[config.mk]
export PLATFORM = sky130hd
export DESIGN_NAME = sample_axi_writer
export DESIGN_NICKNAME = d
export VERILOG_FILES = /design/src/rtl/sample_axi_writer_pkg.sv /design/src/rtl/sample_axi_writer_fifo.sv /design/src/rtl/sample_axi_writer.sv
export SDC_FILE = /design/constraint.sdc
export NUM_CORES = 1
export LEC_CHECK = 0
export CAP_MARGIN = 20
export CELL_PAD_IN_SITES_DETAIL_PLACEMENT = 1
export CELL_PAD_IN_SITES_GLOBAL_PLACEMENT = 1
export CORE_UTILIZATION = 40
export CTS_CLUSTER_SIZE = 25
export DETAILED_ROUTE_END_ITERATION = 16
export HOLD_SLACK_MARGIN = 0.06
export PLACE_DENSITY_LB_ADDON = 0.1
export SLEW_MARGIN = 20
export SYNTH_ARGS = -nofsm -noshare
export SYNTH_HDL_FRONTEND = slang
export SYNTH_SLANG_ARGS = --single-unit
[constraint.sdc]
create_clock -name clock_50 -period 5.8 [get_ports clock_50]
set_input_delay 1.16 -clock clock_50 [delete_from_list [all_inputs] [get_ports clock_50]]
set_output_delay 1.16 -clock clock_50 [all_outputs]
set_load 0.01 [all_outputs]
[src/rtl/sample_axi_writer_pkg.sv]
// rtl/sample_axi_writer_pkg.sv - AXI constants, FSM states and packing helper for sample_axi_writer
package sample_axi_writer_pkg;

    localparam logic [1:0] BURST_INCR = 2'b01;
    localparam logic [2:0] SIZE_4B    = 3'b010;
    localparam logic [1:0] RESP_OKAY  = 2'b00;

    typedef enum logic [1:0] {
        IDLE,
        ADDR,
        DATA,
        RESP
    } wr_state_e;

    // Older sample in the low half, newer sample in the high half, each zero-extended.
    function automatic logic [31:0] pack_word(input logic [13:0] lo, input logic [13:0] hi);
        return {2'b00, hi, 2'b00, lo};
    endfunction

endpackage

[src/rtl/sample_axi_writer_fifo.sv]
// rtl/sample_axi_writer_fifo.sv - first-word-fall-through word FIFO with occupancy count
module sample_fifo #(
    parameter int WIDTH = 32,
    parameter int DEPTH = 16,
    localparam int PTR_W = (DEPTH > 1) ? $clog2(DEPTH) : 1,
    localparam int CNT_W = $clog2(DEPTH + 1)
) (
    input  logic             clk,
    input  logic             rst,
    input  logic             push_i,
    input  logic [WIDTH-1:0] wdata_i,
    input  logic             pop_i,
    output logic [WIDTH-1:0] head_o,
    output logic [CNT_W-1:0] count_o,
    output logic             full_o,
    output logic             empty_o
);

    logic [WIDTH-1:0] mem_q [DEPTH];
    logic [PTR_W-1:0] wr_ptr_q, wr_ptr_d;
    logic [PTR_W-1:0] rd_ptr_q, rd_ptr_d;
    logic [CNT_W-1:0] count_q, count_d;
    logic             push_ok;
    logic             pop_ok;

    assign full_o  = (count_q == CNT_W'(DEPTH));
    assign empty_o = (count_q == '0);
    assign count_o = count_q;
    assign head_o  = mem_q[rd_ptr_q];

    // A full FIFO still takes a word when the head leaves in the same cycle.
    assign pop_ok  = pop_i && !empty_o;
    assign push_ok = push_i && (!full_o || pop_ok);

    always_comb begin
        wr_ptr_d = wr_ptr_q;
        rd_ptr_d = rd_ptr_q;
        count_d  = count_q;
        if (push_ok) begin
            wr_ptr_d = (wr_ptr_q == PTR_W'(DEPTH - 1)) ? '0 : wr_ptr_q + 1'b1;
        end
        if (pop_ok) begin
            rd_ptr_d = (rd_ptr_q == PTR_W'(DEPTH - 1)) ? '0 : rd_ptr_q + 1'b1;
        end
        if (push_ok && !pop_ok) begin
            count_d = count_q + 1'b1;
        end else if (!push_ok && pop_ok) begin
            count_d = count_q - 1'b1;
        end
    end

    always_ff @(posedge clk or posedge rst) begin
        if (rst) begin
            wr_ptr_q <= '0;
            rd_ptr_q <= '0;
            count_q  <= '0;
        end else begin
            wr_ptr_q <= wr_ptr_d;
            rd_ptr_q <= rd_ptr_d;
            count_q  <= count_d;
        end
    end

    always_ff @(posedge clk) begin
        if (push_ok) begin
            mem_q[wr_ptr_q] <= wdata_i;
        end
    end

endmodule

[src/rtl/sample_axi_writer.sv]
// rtl/sample_axi_writer.sv - packs sample pairs into words and writes them to a circular buffer via AXI4 bursts
module sample_axi_writer
    import sample_axi_writer_pkg::*;
#(
    parameter int                ADDR_W     = 32,
    parameter logic [ADDR_W-1:0] BASE_ADDR  = '0,
    parameter int                BUF_BYTES  = 4096,
    parameter int                BURST_LEN  = 8,
    parameter int                FIFO_DEPTH = 16
) (
    input  logic              clock_50,
    input  logic              reset,
    input  logic              enable,
    input  logic [13:0]       sample_in,
    input  logic              sample_valid,
    output logic [ADDR_W-1:0] m_axi_awaddr,
    output logic [7:0]        m_axi_awlen,
    output logic [2:0]        m_axi_awsize,
    output logic [1:0]        m_axi_awburst,
    output logic              m_axi_awvalid,
    input  logic              m_axi_awready,
    output logic [31:0]       m_axi_wdata,
    output logic [3:0]        m_axi_wstrb,
    output logic              m_axi_wlast,
    output logic              m_axi_wvalid,
    input  logic              m_axi_wready,
    input  logic [1:0]        m_axi_bresp,
    input  logic              m_axi_bvalid,
    output logic              m_axi_bready,
    output logic              overflow,
    output logic              resp_error,
    output logic [15:0]       words_written
);

    localparam int CNT_W  = $clog2(FIFO_DEPTH + 1);
    localparam int BEAT_W = (BURST_LEN > 1) ? $clog2(BURST_LEN) : 1;
    localparam logic [ADDR_W-1:0] BURST_BYTES = ADDR_W'(BURST_LEN * 4);
    localparam logic [ADDR_W-1:0] BUF_END     = BASE_ADDR + ADDR_W'(BUF_BYTES);

    logic              half_q;
    logic [13:0]       low_q;
    logic              pack_push;
    logic [31:0]       pack_data;

    logic [31:0]       fifo_head;
    logic [CNT_W-1:0]  fifo_count;
    logic              fifo_full;
    logic              fifo_empty;
    logic              fifo_pop;

    wr_state_e         state_q, state_d;
    logic [BEAT_W-1:0] beat_q, beat_d;
    logic [ADDR_W-1:0] ptr_q, ptr_d;
    logic [ADDR_W-1:0] ptr_adv;
    logic [15:0]       words_q, words_d;
    logic              resp_err_q, resp_err_d;
    logic              overflow_q;
    logic              last_beat;

    assign pack_push = enable && sample_valid && half_q;
    assign pack_data = pack_word(low_q, sample_in);

    // Dropping enable throws away a half-filled word so pairs never straddle a gap.
    always_ff @(posedge clock_50 or posedge reset) begin
        if (reset) begin
            half_q <= 1'b0;
            low_q  <= '0;
        end else if (!enable) begin
            half_q <= 1'b0;
        end else if (sample_valid) begin
            if (!half_q) begin
                low_q <= sample_in;
            end
            half_q <= !half_q;
        end
    end

    sample_fifo #(
        .WIDTH (32),
        .DEPTH (FIFO_DEPTH)
    ) u_fifo (
        .clk     (clock_50),
        .rst     (reset),
        .push_i  (pack_push),
        .wdata_i (pack_data),
        .pop_i   (fifo_pop),
        .head_o  (fifo_head),
        .count_o (fifo_count),
        .full_o  (fifo_full),
        .empty_o (fifo_empty)
    );

    always_ff @(posedge clock_50 or posedge reset) begin
        if (reset) begin
            overflow_q <= 1'b0;
        end else if (pack_push && fifo_full && !fifo_pop) begin
            overflow_q <= 1'b1;
        end
    end

    assign last_beat = (beat_q == BEAT_W'(BURST_LEN - 1));
    assign ptr_adv   = ptr_q + BURST_BYTES;

    always_comb begin
        state_d       = state_q;
        beat_d        = beat_q;
        ptr_d         = ptr_q;
        words_d       = words_q;
        resp_err_d    = resp_err_q;
        m_axi_awvalid = 1'b0;
        m_axi_wvalid  = 1'b0;
        m_axi_bready  = 1'b0;
        fifo_pop      = 1'b0;
        case (state_q)
            IDLE: begin
                beat_d = '0;
                if (!fifo_empty && (fifo_count >= CNT_W'(BURST_LEN))) begin
                    state_d = ADDR;
                end
            end
            ADDR: begin
                m_axi_awvalid = 1'b1;
                if (m_axi_awready) begin
                    state_d = DATA;
                end
            end
            DATA: begin
                m_axi_wvalid = 1'b1;
                if (m_axi_wready) begin
                    fifo_pop = 1'b1;
                    if (last_beat) begin
                        beat_d  = '0;
                        state_d = RESP;
                    end else begin
                        beat_d = beat_q + 1'b1;
                    end
                end
            end
            RESP: begin
                m_axi_bready = 1'b1;
                if (m_axi_bvalid) begin
                    state_d = IDLE;
                    // An errored burst still consumes its slot in the circular buffer.
                    ptr_d   = (ptr_adv == BUF_END) ? BASE_ADDR : ptr_adv;
                    if (m_axi_bresp == RESP_OKAY) begin
                        words_d = words_q + 16'(BURST_LEN);
                    end else begin
                        resp_err_d = 1'b1;
                    end
                end
            end
            default: state_d = IDLE;
        endcase
    end

    always_ff @(posedge clock_50 or posedge reset) begin
        if (reset) begin
            state_q    <= IDLE;
            beat_q     <= '0;
            ptr_q      <= BASE_ADDR;
            words_q    <= '0;
            resp_err_q <= 1'b0;
        end else begin
            state_q    <= state_d;
            beat_q     <= beat_d;
            ptr_q      <= ptr_d;
            words_q    <= words_d;
            resp_err_q <= resp_err_d;
        end
    end

    assign m_axi_awaddr  = ptr_q;
    assign m_axi_awlen   = 8'(BURST_LEN - 1);
    assign m_axi_awsize  = SIZE_4B;
    assign m_axi_awburst = BURST_INCR;
    assign m_axi_wdata   = fifo_head;
    assign m_axi_wstrb   = 4'hF;
    assign m_axi_wlast   = (state_q == DATA) && last_beat;
    assign overflow      = overflow_q;
    assign resp_error    = resp_err_q;
    assign words_written = words_q;

endmodule

# Yosys cells after proc, flatten, opt, wreduce, memory -nomap -nowiden
# Memories as Yosys holds them, arrays and structs flattened.
# Index checks and enable logic that the tools add are counted.
# W data, S select, Z words.
dict set report op_classes {
  reduce_logical 28
  n_mux 23
  shifts 0
  n_div 0
  bitwise_logic 2
  n_addsub 7
  order_cmp 1
  eq_ne 14
  n_mul 0
}
# cell count
set op_table {}
lappend op_table {{$add A32 B6 Y32 const B} 1}
lappend op_table {{$eq A32 B13 Y1 const B} 1}
lappend op_table {{$mux W32} 1}
lappend op_table {{$add A16 B4 Y16 const B} 1}
lappend op_table {{$logic_and A1 B1 Y1} 10}
lappend op_table {{$mux W2} 5}
lappend op_table {{$mux W5} 2}
lappend op_table {{$ne A2 B2 Y1 const B} 5}
lappend op_table {{$mux W1} 9}
lappend op_table {{$reduce_and A3 Y1} 3}
lappend op_table {{$add A4 B1 Y4 const B} 2}
lappend op_table {{$eq A4 B4 Y1 const B} 2}
lappend op_table {{$mux W4} 2}
lappend op_table {{$pmux W2 S4} 1}
lappend op_table {{$logic_not A1 Y1} 6}
lappend op_table {{$mux W3} 2}
lappend op_table {{$pmux W3 S2} 1}
lappend op_table {{$add A5 B1 Y5 const B} 1}
lappend op_table {{$eq A5 B5 Y1 const B} 1}
lappend op_table {{$ge A5 B4 Y1 const B} 1}
lappend op_table {{$logic_not A5 Y1} 1}
lappend op_table {{$reduce_and A5 Y1} 1}
lappend op_table {{$sub A5 B1 Y5 const B} 1}
lappend op_table {{$eq A2 B2 Y1 const B} 2}
lappend op_table {{9 further kinds} 13}
dict set report totals {
  out_inout_bits 103
  reg_bits 83
  ramBits 448
  n_memories 1
  latchBits 0
  elab_cells 87
  rom_bits 0
}
# memory depth word_bits read_ports rd_ports_with_merged_regs wr line
set memory_table {}
lappend memory_table {u_fifo.mem_q 16 28 1 0 1 sample_axi_writer_fifo.sv:19} ;# logic [WIDTH-1:0] mem_q [DEPTH];

# Longest topological paths before layout
dict set report logic_depth {
  word_depth 9
  mapped_depth 14
  ltp_nobuf 13
}

# By module
# A second synthesis with hierarchy kept.
dict set report hier_totals {
  hier_cells 1373
  area_unflattened_um2 23931.7
}
# module n_inst cells_per_inst area_per_inst_um2
set by_module_without_submodules {}
lappend by_module_without_submodules {sample_fifo 1 1031 20445.9}
lappend by_module_without_submodules {sample_axi_writer 1 342 3485.8}

# Worst setup path after synthesis
# OpenSTA, ideal clock, no wires.
dict set report synth_path {
  kind {input -> register}
  start {input m_axi_wready}
  end {memory u_fifo.mem_q[0][0] (netlist bit), enable pin}
  cell_stages 5
  n_path_buf 1
  slack_ns 1.533
  arrival_ns 3.818
  cell_sequence {nand2_1 a31oi_1 clkbuf_1 nand2_1 nor3_1}
}
dict set report synth_between {
  elab_chain_cells 7
}
# item line
set synth_lines {}
lappend synth_lines {{start, declared} sample_axi_writer.sv:26} ;# input logic m_axi_wready,
lappend synth_lines {{$mux W1} sample_axi_writer.sv:129} ;# if (m_axi_wready) begin
lappend synth_lines {{$mux W1} sample_axi_writer.sv:114} ;# case (state_q)
lappend synth_lines {{$logic_and A1 B1 Y1} sample_axi_writer_fifo.sv:32} ;# assign pop_ok = pop_i && !empty_o;
lappend synth_lines {{$logic_or A1 B1 Y1} sample_axi_writer_fifo.sv:33} ;# assign push_ok = push_i && (!full_o || pop_ok);
lappend synth_lines {{$logic_and A1 B1 Y1} sample_axi_writer_fifo.sv:33}
lappend synth_lines {{$mux W1} sample_axi_writer_fifo.sv:65} ;# if (push_ok) begin
lappend synth_lines {{$mux W1 (not written as such)} sample_axi_writer_fifo.sv:66} ;# mem_q[wr_ptr_q] <= wdata_i;
lappend synth_lines {{end, declared} sample_axi_writer_fifo.sv:19}
# Every way passes these cells.

# Worst setup path in the final report
dict set report layout_path {
  start {register u_fifo.rd_ptr_q[0]}
  end {output m_axi_wdata[7]}
}
dict set report layout_between {
  elab_chain_cells 1
}
# item line
set layout_lines {}
lappend layout_lines {{start, declared} sample_axi_writer_fifo.sv:21} ;# logic [PTR_W-1:0] rd_ptr_q, rd_ptr_d;
lappend layout_lines {{start signal, assigned} sample_axi_writer_fifo.sv:59} ;# rd_ptr_q <= rd_ptr_d;
lappend layout_lines {{$mem_v2 Z16 W28} n/a}
lappend layout_lines {{end, declared} sample_axi_writer.sv:22} ;# output logic [31:0] m_axi_wdata,
# Every way passes these cells.

==> flow_summary.ini <==
[outcome]
status = finished, final reports clean

[cts]
clock_latency_ps = 610
cts_buffers = 55
cts_resized = 0
clock_path_buffers = 3
cts_num_sinks = 523
hold_buffers = 0
clockRootBuffer = clkbuf_16
cts.reportedPaths.clkPinSlew_ps = 60
cts_tree = done
htree_levels = 2
cts_setup_buffers = 0

[run]
max_cap_violations = 0

[yosys]
ys_types = 57
synth_edf_count = 448
yosysMostFrequentCell = edfxtp_1
synth_common_cells = 448 x edfxtp_1, 140 x mux4_2, 75 x dfrtp_1, 43 x nand2_1, 33 x xnor2_1
synth.largest_area_cell = edfxtp_1
synthFlopType = edfxtp_1
yosysWarnings = 0
ys_seq_area_frac = 0.7305
synth.area.top_cells = edfxtp_1 64%, mux4_2 15%, dfrtp_1 8.9%, xnor2_1 1.4%, ha_1 1.1%
synthCells = 1043
async_flop_share = 0.1434
yosys.area.top_type_share = 0.6411
netlist_area_um2 = 20980
yosys_register_bits = 523
syn_avg_cell_area_um2 = 20.12

[setup_path]
crit_type = reg -> out
rr_worst_depth = 6
crit_arrival_ps = 3520
crit_chain = buf_4 > mux4_2 > mux4_2 > clkdlybuf4s50_1
critPathSlowestCell = dfrtp_4
path_buf_inv = 2
path_depth = 4
crit_top_cell = mux4_2
start_kind = flop
crit_fanout = 35
cp-end-kind = output port
critPathTopFamily = multiplexers
cp.required_ps = 4640
slowest_delay_ps = 900

[sta]
rsz0062_at_grt = false
finalCriticalPeriod_ps = 4679
min_period_over_period = 0.8068
drv_slew = 0
final.setup.worst_slack_ps = 1121
finalHoldViolations = 0
fin_worst_skew_ps = 17.83
tightestPinTransition_ps = 1089
setup_violations = 0
fin_setup_tns_ps = 0
relSlewSlack = 0.2722
fmax_mhz = 213.7

[power]
seq_power_share = 0.434
p_clk_frac = 0.323
p_leak_uw = 0.008130
pwr-share-comb = 0.244
switchingPower_uw = 3023
intPower_uw = 7941
p_total_uw = 10960
ir_worst_vdd_mv = 0.2416
powerDensity_nw_per_um2 = 444.3
p_sw_frac = 0.2757

[floorplanning]
rows = 83
core-area_um2 = 51610
die-area_um2 = 53380
die_h_um = 231.0
fp.dieW_um = 231.0
start_util = 0.4066
ioPinCount = 126

[detailed_routing]
drt-total-wl_um = 46910
route.detailed.drc = 0
drtIter0Drc = 590
dr.pass1.iters = 7
vias_per_cell = 5.338
wl_per_cell_um = 24.78
vias = 10110
ant_nets = 0

[placement]
port_buffers = 96
dp_slack_ps = 1356
dp_hpwl_um = 27960
place_inst = 1787
gp_congestion = 0.7224

[global_route]
grt_first_pass_wirelength_um = 71590
grt_overflow = 0
grt_usage = 0.1822
grt_max_degree = 88
antenna_found_initial = 1
grt_pass1_vias = 11050

[cells_and_area]
antenna_cells = 0
final_cells = 1893
final_nets = 1208
fin_util = 0.4781
final.fill_count = 4709
drive_gt1_frac = 0.2448
area_delta_synth_final_pct = 17.59

[worst_hold_path]
holdPathStages = 1
worstHoldPathType = reg -> reg
[layout make-up]
type | instances | area [um^2] | share of cell area
Timing Repair Buffer | 119 | 1211 | 0.04908
Tap cell | 680 | 850.8 | 0.03448
Inverter | 11 | 43.79 | 0.001775
Multi-Input combinational cell | 456 | 5403 | 0.2190
Clock inverter | 34 | 332.8 | 0.01349
Sequential cell | 523 | 15340 | 0.6217
Clock buffer | 70 | 1494 | 0.06054
[cell families after synthesis]
group           Yosys count  synth area share
mux                     161            0.1613
compound gates           44           0.01544
flops                   523            0.7305
other cells               2         0.0003579
xor+xnor                 50           0.02087
fa+ha+maj                19           0.01169
buf+inv                  91           0.02206
simple gates            153           0.03768
[flip-flops by register name (all words and copies together) (netlist names)]
name / flops
half_q: 1
u_fifo.wr_ptr_q: 4
u_fifo.rd_ptr_q: 4
low_q: 14
overflow: 1
words_written: 13
beat_q: 3
u_fifo.count_o: 5
m_axi_awaddr: 27
resp_error: 1
u_fifo.mem_q: 448
state_q: 2
[placed cells by master, fill, tap and decap left out, drive strengths merged, types with 3 or more instances in the layout]
master / count
edfxtp: 448
mux4: 140
clkdlybuf4s50: 96
dfrtp: 75
clkbuf: 70
nand2: 43
xnor2: 33
nor2: 32
conb: 29
clkinv: 26
buf: 23
nand3: 21
mux2: 18
ha: 18
xor2: 17
inv: 12
nor3: 12
nand4: 9
o21ai: 9
and3: 7
nor4: 7
bufinv: 6
or2: 5
a21oi: 5
and2: 4
a21o: 4
and4: 3
mux2i: 3
a22o: 3
a31oi: 3
a211oi: 3
[per-stage QoR]
step	hold WS, ps	area (um^2)
6_report	484.8	24670
5_1_grt	498.5	24670
4_1_cts	489.3	24620
3_5_place_dp	463.2	22790
3_3_place_gp	464.8	22790
2_1_floorplan	469.8	21090
[worst paths after layout]
check | start | to | slack (ps)
min reg2reg | words_written[15] | words_written[15] | 480
min in group asynchronous | reset | state_q[0] | 1060
max reg2reg | state_q[0] | u_fifo.mem_q[15][7] | 2230
max | u_fifo.rd_ptr_q[0] | m_axi_wdata[7] | 1120
max in group asynchronous | reset | u_fifo.count_o[3] | 3900
min | words_written[15] | words_written[15] | 480
[metal layers]
layer  GRT usage  wire (um)  share of wire  vias to the layer above
met5           0          0              0                        -
met4     0.05298       1001          0.021                        0
met3     0.02891       1697          0.036                       69
met2      0.3006      23450           0.50                      196
met1      0.2503      20760           0.44                     5441
li1            -          -              -                     4399
[power by group through the flow]
| stage | Combinational, uW | Clock (uW) | Sequential (uW) |
|---|---|---|---|
| floorplan | 1890 | 0 | 4520 |
| global placement | 2740 | 0 | 4840 |
| detailed placement | 2740 | 0 | 4850 |
| CTS | 2760 | 3640 | 4770 |
| global route | 2890 | 3750 | 4810 |
| finish | 2670 | 3540 | 4750 |
No activity file was read; power rests on OpenSTA's default activity.
